--- src/rtl/ysyx_25030085_ifu.sv ---
// Instruction fetch unit: owns the fetch PC, issues one request at a time
// and buffers responses in an in-order queue feeding decode.
module ysyx_25030085_ifu #(
   parameter int            AW       = 32,
   parameter logic [AW-1:0] RESET_PC = 32'h8000_0000,
   parameter int            DEPTH    = 4
) (
   input  logic          clk,
   input  logic          rst,
   output logic          imem_req_valid,
   input  logic          imem_req_ready,
   output logic [AW-1:0] imem_req_addr,
   input  logic          imem_rsp_valid,
   input  logic [31:0]   imem_rsp_data,
   input  logic          imem_rsp_err,
   input  logic          redirect_valid,
   input  logic [AW-1:0] redirect_pc,
   output logic          inst_valid,
   input  logic          inst_ready,
   output logic [31:0]   inst_data,
   output logic [AW-1:0] inst_pc,
   output logic          inst_err
);

   localparam int PW = $clog2(DEPTH);
   localparam int CW = PW + 1;

   typedef enum logic [1:0] {
      S_REQ,
      S_WAIT,
      S_DISCARD
   } state_t;

   state_t          state;
   state_t          state_nx;
   logic [AW-1:0]   fetch_pc;
   logic [CW-1:0]   count;
   logic [PW-1:0]   rd_ptr;
   logic [PW-1:0]   wr_ptr;

   logic [31:0]     q_data [DEPTH];
   logic [AW-1:0]   q_pc   [DEPTH];
   logic            q_err  [DEPTH];

   logic            hs;
   logic            push;
   logic            pop;
   logic            unused_pc_lsb;

   assign unused_pc_lsb = ^redirect_pc[1:0];

   assign imem_req_valid = !rst && (state == S_REQ)
                         && (count < CW'(DEPTH));
   assign imem_req_addr  = fetch_pc;
   assign inst_valid     = !rst && (count != '0);
   assign inst_data      = q_data[rd_ptr];
   assign inst_pc        = q_pc[rd_ptr];
   assign inst_err       = q_err[rd_ptr];

   assign hs   = imem_req_valid && imem_req_ready;
   // A redirect kills both the arriving response and any pop.
   assign push = (state == S_WAIT) && imem_rsp_valid && !redirect_valid;
   assign pop  = inst_valid && inst_ready && !redirect_valid;

   // Next-state logic; a redirect turns any in-flight request stale.
   always_comb begin
      state_nx = state;
      unique case (state)
         S_REQ: begin
            if (hs) begin
               state_nx = redirect_valid ? S_DISCARD : S_WAIT;
            end
         end
         S_WAIT: begin
            if (imem_rsp_valid) begin
               state_nx = S_REQ;
            end else if (redirect_valid) begin
               state_nx = S_DISCARD;
            end
         end
         S_DISCARD: begin
            if (imem_rsp_valid) begin
               state_nx = S_REQ;
            end
         end
         default: state_nx = S_REQ;
      endcase
   end

   // State, fetch PC and queue bookkeeping.
   always_ff @(posedge clk) begin
      if (rst) begin
         state    <= S_REQ;
         fetch_pc <= {RESET_PC[AW-1:2], 2'b00};
         count    <= '0;
         rd_ptr   <= '0;
         wr_ptr   <= '0;
      end else begin
         state <= state_nx;
         if (redirect_valid) begin
            fetch_pc <= {redirect_pc[AW-1:2], 2'b00};
            count    <= '0;
            rd_ptr   <= '0;
            wr_ptr   <= '0;
         end else begin
            if (push) begin
               fetch_pc <= fetch_pc + AW'(4);
               wr_ptr   <= wr_ptr + PW'(1);
            end
            if (pop) begin
               rd_ptr <= rd_ptr + PW'(1);
            end
            if (push && !pop) begin
               count <= count + CW'(1);
            end else if (pop && !push) begin
               count <= count - CW'(1);
            end
         end
      end
   end

   // Queue storage: written at the tail on every accepted response.
   always_ff @(posedge clk) begin
      if (push) begin
         q_data[wr_ptr] <= imem_rsp_data;
         q_pc[wr_ptr]   <= fetch_pc;
         q_err[wr_ptr]  <= imem_rsp_err;
      end
   end

   no_overflow: assert property (
      @(posedge clk) disable iff (rst)
      !(push && (count == CW'(DEPTH)))
   );

endmodule
--- config.mk ---
export PLATFORM = sky130hd
export DESIGN_NAME = ysyx_25030085_ifu
export DESIGN_NICKNAME = d
export VERILOG_FILES = /design/src/rtl/ysyx_25030085_ifu.sv
export SDC_FILE = /design/constraint.sdc
export NUM_CORES = 1
export LEC_CHECK = 0
export CORE_MARGIN = 1
export CORE_UTILIZATION = 54
export DETAILED_ROUTE_END_ITERATION = 10
export GPL_TIMING_DRIVEN = 0
export PLACE_DENSITY_LB_ADDON = 0.2
export SLEW_MARGIN = 10
export SYNTH_ARGS = -nofsm -noshare
export SYNTH_HDL_FRONTEND = slang
export SYNTH_SLANG_ARGS = --single-unit
--- constraint.sdc ---
create_clock -name clk -period 3 [get_ports clk]
set_input_delay 0.3 -clock clk [delete_from_list [all_inputs] [get_ports clk]]
set_output_delay 0.3 -clock clk [all_outputs]
set_load 0.02 [all_outputs]
==> results.ini, run 1 <==
[die]
die_h_um=146.9
start_util_pct=55.48
core_area_um2=20430
die_w_um=146.9
die-area_um2=21570
num_rows=52
ios=170

[synthesis]
synth_edf_count=252
syn_area_per_cell_um2=18.61
ys.flop_type=edfxtp_1
synth_top_cell_area_share_pct=66.77
synth_top_family_by_area=multiplexers
synth_fa_ha_area_share_pct=0.8390
async_reset_ff_share_pct=0
yosysSeqAreaShare_pct=74.01
synthCells=609
synth_compound_area_share_pct=3.765
synth-seq-cells=293
synth_area_um2=11330
yosysWarnings=0
yosysTopAreaCell=edfxtp_1
synthXorXnorAreaFrac_pct=0.8501
synth-simple-area-share_pct=5.851
yosys-top-cells-area=edfxtp_1, mux4_2, dfxtp_1, a311oi_1, nor2_1
synth_mux_area_share_pct=12.78
synthDistinctLibCells=43

[global_routing]
grt_pass1_vias=6755
overflow=0
grt_max_degree=42
grtUsageTotal_pct=22.47
grt_pass1_wl_um=37100
antenna_found_initial=0

[sta]
grt_setup_unrepaired=no
slew_headroom_pct=47.78
min_period_ps=2878
timing_hold_violations_final=0
clock.fmax_mhz=347.5
layout_worst_path_cycle_share_pct=95.93
finalMaxSlewViolations=0
worst_pin_slew_ps=776.2
skew_ps=10.45
setup_violations=0

[setup_path]
worst_setup_path_end_kind=output pin
critPathRequiredTime_ps=2700
rrSetupSlack_ps=400
r2r_cells=6
cp-start-kind=register
critPathMaxFanout=10
rr_endpoint=imem_req_addr[22]
worst-endpoint-arrival_ps=2580
path_class=reg2out
r2r_start=imem_req_addr[2]

[routing]
first_pass_iters=5
routed_wl_um=23660
viasPerCell=5.929
drtIter0Drc=552
via_count=6540
drc=0
ant_nets=0
wl_per_cell_um=21.45

[power_and_ir_drop]
total_power_mw=8.638
leakagePower_nw=4.623
max-vdd-ir-drop_uv=550.4
p_per_area_nw_per_um2=596.8

[place]
hpwl_um=15050
place_congestion=0.8713
port-buffer-count=163

[clock_network]
numCtsBuffers=30
cts.sinks=293
clkLatencyLatePin_ps=530
ctsRootBufferMaster=clkbuf_16
clk_path_buf_depth=3
hold_buffers=0
path_clk_slew_ps=60
cts_tree=yes
htree_levels=1

[finish]
area_growth_pct=27.70
drive_gt1_share_pct=17.05
n_fill_cell=1313
final_core_util_pct=70.84
n_antenna_cell=0
nets=887

[worst_hold_path]
holdPathEnd=imem_req_addr[30]
hp-start=redirect_pc[30]
hold_depth=3
hold_path.class=in2reg

[flow_run]
cap_violations=0

[status]
outcome=completed

cell families (layout without fill, tap and decap cells):
family                   after synthesis  in the layout
flip-flops                           293            293
AND/OR/NAND/NOR                      122            122
multiplexers                          66             66
AO/OA/AOI/OAI                         59             59
buffers and inverters                 50            271
XOR/XNOR                              11             11
adder cells (fa/ha/maj)                7              7
other                                  1              4
cell usage after synthesis, drive strengths merged (3+ instances only):
| cell type | count |
|---|---|
| buf | 12 |
| dfxtp | 41 |
| a211oi | 7 |
| edfxtp | 252 |
| nor3 | 7 |
| nand2 | 15 |
| and2 | 5 |
| xnor2 | 6 |
| clkbuf | 25 |
| xor2 | 5 |
| nand4 | 9 |
| a21oi | 7 |
| nand3 | 8 |
| nor2 | 34 |
| o21ai | 10 |
| ha | 6 |
| and4 | 6 |
| mux4 | 63 |
| o31ai | 11 |
| or3 | 11 |
| a311oi | 17 |
| or4 | 13 |
| inv | 13 |
| nor4 | 4 |
| mux2i | 3 |
placed cells by master, fill, tap and decap left out, drive strengths merged, types with 3 or more instances in the layout:
cell / count
mux4: 63
and2: 5
conb: 4
nor3: 7
edfxtp: 252
a21oi: 7
xnor2: 6
nor2: 34
xor2: 5
clkbuf: 69
nand2: 15
a311oi: 17
and4: 6
buf: 17
inv: 14
dfxtp: 41
o31ai: 11
nand4: 9
clkinv: 6
or4: 13
a211oi: 7
nor4: 4
or3: 11
ha: 6
o21ai: 10
clkdlybuf4s50: 163
nand3: 8
mux2i: 3
area by class of cell:
| type | instances | area (um2) | share of cell area [%] |
|---|---|---|---|
| Buffer | 35 | 170.2 | 1.176 |
| Tap cell | 270 | 337.8 | 2.334 |
| Clock inverter | 9 | 100.1 | 0.6916 |
| Multi-Input combinational cell | 269 | 2755 | 19.04 |
| Sequential cell | 293 | 8389 | 57.97 |
| Timing Repair Buffer | 167 | 1742 | 12.03 |
| Clock buffer | 47 | 929.6 | 6.423 |
| Inverter | 13 | 48.80 | 0.3372 |
routing by layer:
metal / GRT usage, % / vias to the layer above / routed length [um]
met4: 5.260 / 0 / 415
met2: 37.16 / 306 / 11620
met5: 0 / - / 0
met3: 3.571 / 47 / 1673
met1: 31.71 / 3288 / 9949
li1: - / 2899 / -
worst max-delay path by stage:
stage | start | endpoint | slack, ps | depth (start not counted)
3_5_place_dp | register | inst_data[27] | -110 | 4
4_1_cts | register | inst_pc[14] | 30 | 3
2_1_floorplan | state[1] | q_data[0][0] | 240 | 4
6_report | register | inst_data[27] | 120 | 3
3_3_place_gp | redirect_valid | q_data[0][0] | -1400 | 4
5_1_grt | register | inst_data[24] | 2 | 3
metrics by stage:
step / std cells / setup WS, ps / hold slack [ps] / area, um2 / setup TNS, ps
after global placement: 1045 / -1401 / 489.2 / 13310 / -352700
after global routing: 1103 / 1.517 / 357.4 / 14470 / 0
after detailed placement: 1049 / -106.6 / 514.7 / 13430 / -3972
final: 1103 / 122.0 / 356.7 / 14470 / 0
after floorplan: 612 / 239.7 / 398.9 / 11340 / 0
after CTS: 1103 / 25.97 / 342.8 / 14470 / 0
repair_timing:
item,4_1_cts,5_1_grt
endpoints found under the setup margin,60,12
setup buffers,0,0
gates resized for setup,22,2
power breakdown:
group / leakage [nW] / total, mW / switching [mW] / internal, mW
registers: 2.62 / 4.54 / 0.0799 / 4.46
clock network: 0.515 / 3.74 / 1.44 / 2.30
logic: 1.49 / 0.358 / 0.172 / 0.186
total: 4.62 / 8.64 / 1.69 / 6.95
critical path, stage by stage, from the launching register on:
cell             delay (ps)
dfxtp_2                 500
clkbuf_2                430
mux4_2                  570
clkdlybuf4s50_1         560
state kept, by name (all words and copies together), names as in the netlist, named ones only:
name / count
count: 3
imem_req_addr: 30
q_data: 128
q_err: 4
q_pc: 120
rd_ptr: 2
state: 2
wr_ptr: 2
(Power assumes the default switching activity.)
==> run 2, diff against run 1 <==
Settings changed: CAP_MARGIN set to 25, CORE_MARGIN 1 to 2.
==> results.ini, run 2 (synthesis gave the netlist of run 1 again) <==
[clock_network]
path_clk_slew_ps=60
post_cts_buffers=0
ctsRootBufferMaster=clkbuf_16
htree_levels=1
numCtsBuffers=30
cts_tree=yes
clk_path_buf_depth=3
cts.sinks=293
clkLatencyLatePin_ps=540

[die]
die_h_um=148.9
die_w_um=148.9
num_rows=52
core_area_um2=20430
start_util_pct=55.48
die-area_um2=22160
ios=170

[sta]
layout_worst_path_cycle_share_pct=94.97
worst_pin_slew_ps=661.8
finalWorstSetupSlack_ps=151.0
hold_ws_ps=355.6
min_period_ps=2849
setup_violations=0
timing_hold_violations_final=0
finalMaxSlewViolations=0
clock.fmax_mhz=351.0
finalSetupTns_ps=0
grt_setup_unrepaired=no
skew_ps=6.888
slew_headroom_pct=55.47

[routing]
routed_wl_um=23500
wl_per_cell_um=21.31
via_count=6567
viasPerCell=5.954
drc=0
first_pass_iters=6
ant_nets=0
drtIter0Drc=475

[setup_path]
worst_setup_path_end_kind=output pin
path_cells=buf_2 -> mux4_2 -> clkdlybuf4s50_1
path_class=reg2out
cp_top_family=buffers and inverters
crit_path_top_delay_cell=mux4_2
worst-endpoint-arrival_ps=2550
critPathMaxFanout=10
worst-path-buf-inv=2
cp-start-kind=register
critPathMaxStageDelay_ps=560
critPathRequiredTime_ps=2700

[finish]
regMostFlops=q_data
largest_reg_flops=128
nets=887
drive_gt1_share_pct=16.69
final_common_cell=edfxtp_1
final_cells=1103
n_antenna_cell=0
n_fill_cell=1315
area_growth_pct=27.16
layout_common_cells=edfxtp_1, clkdlybuf4s50_1, mux4_2, dfxtp_1, nor2_1

[global_routing]
grtUsageTotal_pct=21.44
overflow=0
grt_max_degree=40
antenna_found_initial=0
grt_pass1_wl_um=36590
grt_pass1_vias=6719

[place]
hpwl_um=15160
port-buffer-count=163
place_congestion=0.8539
placed_cells=1049
place_ws_ps=-93.75

[power_and_ir_drop]
p_per_area_nw_per_um2=584.7
leakagePower_nw=4.583
max-vdd-ir-drop_uv=427.9

[status]
outcome=completed

[flow_run]
cap_violations=0

[worst_hold_path]
hold_path.class=in2reg

[run 2: cell types whose count changed in the layout (fill, tap and decap cells not counted), moves of 2 or more]
cell      change
clkinv_2      +2
clkinv_1      +3
buf_2         -2
clkbuf_4      +3
clkbuf_2      -3
clkbuf_8      -2
[run 2: path summary, 6_finish.rpt]
kind / to / slack, ps / cells after the start / startpoint
min reg2reg: state[0] / 530 / 1 / state[1]
min: imem_req_addr[30] / 360 / 3 / redirect_pc[30]
max: inst_pc[28] / 150 / 3 / register
max reg2reg: imem_req_addr[30] / 360 / 7 / imem_req_addr[2]
[run 2: what timing repair did]
action                                  CTS  global route
hold buffers                              0             0
resized for setup                        22             6
endpoints found under the setup margin   60            31
gates cloned                              0             0
endpoints found under the hold margin     0             0
[run 2: final cells by class]
| class | instances | area, um2 | share of cell area (%) |
|---|---|---|---|
| Clock buffer | 42 | 867.1 | 6.017 |
| Buffer | 35 | 177.7 | 1.233 |
| Multi-Input combinational cell | 269 | 2755 | 19.12 |
| Tap cell | 270 | 337.8 | 2.344 |
| Clock inverter | 14 | 93.84 | 0.6512 |
| Timing Repair Buffer | 167 | 1742 | 12.09 |
| Inverter | 13 | 48.80 | 0.3386 |
| Sequential cell | 293 | 8389 | 58.21 |
[run 2: power by group]
group / internal (mW) / switching (mW)
Combinational: 0.186 / 0.171
Sequential: 4.46 / 0.0780
Clock: 2.09 / 1.44
Total: 6.74 / 1.69
[run 2: through the flow]
| stage | util, % | instance area, um2 | power, mW |
|---|---|---|---|
| after floorplan | - | 11340 | 4.741 |
| after global placement | 65.17 | 13310 | 4.963 |
| after detailed placement | 65.76 | 13430 | 4.981 |
| after CTS | 70.50 | 14400 | 8.500 |
| after global routing | 70.54 | 14410 | 8.681 |
| final | 70.54 | 14410 | 8.427 |
[run 2: routing by layer]
metal  global-route usage [%]  wire length [um]  vias up
met3                    3.150              1809       48
met4                    5.048               428        0
met1                    30.27              9758     3298
met5                        0                 0        -
li1                         -                 -     2895
met2                    35.97             11500      326
[run 2: worst register-to-register path: stages (launching register included)]
cell and delay (ps):
dfxtp_1 470, ha_1 220, nand4b_1 290, or3_1 460, clkbuf_1 260, clkbuf_1 340
o31ai_1 330, a311oi_1 120
==> run 3, diff against run 2 <==
Settings changed: ABC_AREA set to 1.
==> results.ini, run 3 <==
[status]
outcome=completed

[synthesis]
yosysMostFrequentCell=edfxtp_1
synth_common_cells=edfxtp_1, nor2_1, o21ai_0, nand2_1, o22ai_1
yosysWarnings=0
synthCells=1028
ys.flop_type=edfxtp_1
async_reset_ff_share_pct=0
yosysTopAreaCell=edfxtp_1
synthDistinctLibCells=40
synth_top_cell_area_share_pct=63.57
yosysSeqAreaShare_pct=70.46
synth-seq-cells=293
synth_area_um2=11900
synth_edf_count=252
yosys-top-cells-area=edfxtp_1, dfxtp_1, o21ai_0, nor2_1, nand2_1
syn_area_per_cell_um2=11.58

[sta]
worst_pin_slew_ps=820.8
layout_worst_path_cycle_share_pct=99.03
finalMaxSlewViolations=0
grt_setup_unrepaired=yes
slew_headroom_pct=45.15
min_period_ps=2971
clock.fmax_mhz=336.6
timing_hold_violations_final=0
skew_ps=19.34
setup_violations=0

[finish]
regMostFlops=q_data
nets=1310
n_fill_cell=1575
final_core_util_pct=69.21
area_growth_pct=26.49
final_cells=1535
n_antenna_cell=0
largest_reg_flops=128
final_common_cell=edfxtp_1
layout_common_cells=edfxtp_1, nor2_1, clkdlybuf4s50_1, o21ai_0, nand2_1
drive_gt1_share_pct=9.482

[routing]
drtIter0Drc=710
first_pass_iters=5
wl_per_cell_um=18.82
via_count=8585
ant_nets=0
viasPerCell=5.593
drc=0
routed_wl_um=28880

[power_and_ir_drop]
leakagePower_nw=5.159
net-switching-power_mw=1.717
p_sw_share_pct=20.56
share_comb_of_total_power_pct=4.5
p_per_area_nw_per_um2=554.7
seqPwrFrac_pct=54.3
max-vdd-ir-drop_uv=375.2
p_clk_share_pct=41.3
internal_power_mw=6.635

[die]
die_w_um=152.5
core_area_um2=21760
die-area_um2=23250
num_rows=54
die_h_um=152.5
ios=170
start_util_pct=54.72

[worst_hold_path]
hold_path.class=in2reg
holdPathEnd=imem_req_addr[3]
hold_depth=3
hp-start=redirect_pc[3]

[setup_path]
cp-start-kind=register
cp_top_family=buffers and inverters
rrSetupSlack_ps=650
path_class=reg2out
crit_path_top_delay_cell=clkdlybuf4s50_1
path_cells=inv_2 -> buf_1 -> o21ai_0 -> o22ai_1 -> clkdlybuf4s50_1
critPathMaxStageDelay_ps=660
worst_setup_path_end_kind=output pin
r2r_cells=7
worst-endpoint-arrival_ps=2670
rr_endpoint=q_data[3][5]
r2r_start=state[1]
critPathRequiredTime_ps=2700
worst-path-buf-inv=3
critPathMaxFanout=10

[place]
place_congestion=0.9045
port-buffer-count=163
placed_cells=1482
hpwl_um=18670

[global_routing]
grt_pass1_vias=8216
grt_pass1_wl_um=44590
grtUsageTotal_pct=24.29
grt_max_degree=28
overflow=0
antenna_found_initial=0

[clock_network]
ctsRootBufferMaster=clkbuf_16
htree_levels=1
cts_tree=yes
clkLatencyLatePin_ps=540
cts.sinks=293
post_cts_buffers=0
clk_path_buf_depth=3
hold_buffers=0
numCtsBuffers=29
path_clk_slew_ps=60

[flow_run]
cap_violations=0

run 3: cell count changes in the layout (fill, tap and decap cells not counted), sizes merged, moves of 34 or more:
cell / change
nor2: +164
o21ai: +143
nand2: +98
mux4: -63
o22ai: +62
inv: +34
run 3: cell families (layout without fill, tap and decap cells):
group	count (synthesis)	after routing	share of synthesized area (%)
AOI/OAI and AO/OA	264	264	12.16
other	1	4	0.03150
DFF	293	293	70.46
adders and majority gates	7	7	0.7988
xor gates and xnor gates	12	12	0.8830
and+or+nand+nor	347	347	12.13
buffers and inverters	104	328	3.532
run 3: final cells by class:
cell class	count	area (um2)	area share, %
well taps	280	350.3	2.327
repair buffers	171	1804	11.98
clock inverters	17	136.4	0.9058
clock buffers	37	775.7	5.152
plain buffers	54	276.5	1.836
flip-flops and latches	293	8389	55.72
multi-input cells	634	3137	20.83
inverters	49	187.7	1.246
run 3: how the worst max path moves through the flow:
stage              startpoint            end  slack, ps  cells after the start
6_report             register     inst_pc[8]         30                      5
5_1_grt              register  inst_data[28]        -80                      5
4_1_cts              register    inst_pc[24]          6                      7
3_5_place_dp         register    inst_pc[18]        120                      6
3_3_place_gp   imem_rsp_valid   q_data[3][6]      -3460                      5
2_1_floorplan        state[1]   q_data[0][0]       -850                      5
run 3: per-stage QoR:
step                      hold slack (ps)  area (um2)  total power [mW]  setup slack [ps]  setup TNS (ps)
after floorplan                     398.9       11920             4.749            -854.7         -215400
after global placement              448.5       13900             4.979             -3462         -836770
after detailed placement            456.2       14090             4.988             115.8               0
after CTS                           313.5       15020             8.383             5.547               0
after global routing                349.3       15060             8.573            -79.02          -419.2
final                               329.8       15060             8.353             29.04               0
run 3: power by group through the flow:
| stage | Clock, mW | Sequential (mW) | Combinational [mW] |
|---|---|---|---|
| after floorplan | 0 | 4.62 | 0.131 |
| after global placement | 0 | 4.62 | 0.363 |
| after detailed placement | 0 | 4.62 | 0.371 |
| after CTS | 3.48 | 4.53 | 0.374 |
| after global routing | 3.63 | 4.54 | 0.402 |
| final | 3.45 | 4.53 | 0.374 |
run 3: repair_timing:
item / CTS / global route
endpoints found under the hold margin: 0 / 0
gates resized for setup: 18 / 30
endpoints found under the setup margin: 63 / 51
run 3: routing by layer:
layer	vias up	wire length [um]	global-route usage (%)
met4	0	622	7.187
met2	361	13830	40.43
li1	4076	-	-
met5	-	0	0
met1	4107	12210	34.00
met3	41	2213	3.100
run 3: worst min-delay path, stage by stage:
cell             delay, ps
clkdlybuf4s50_1        390
nand2_1                 60
a31oi_1                 70
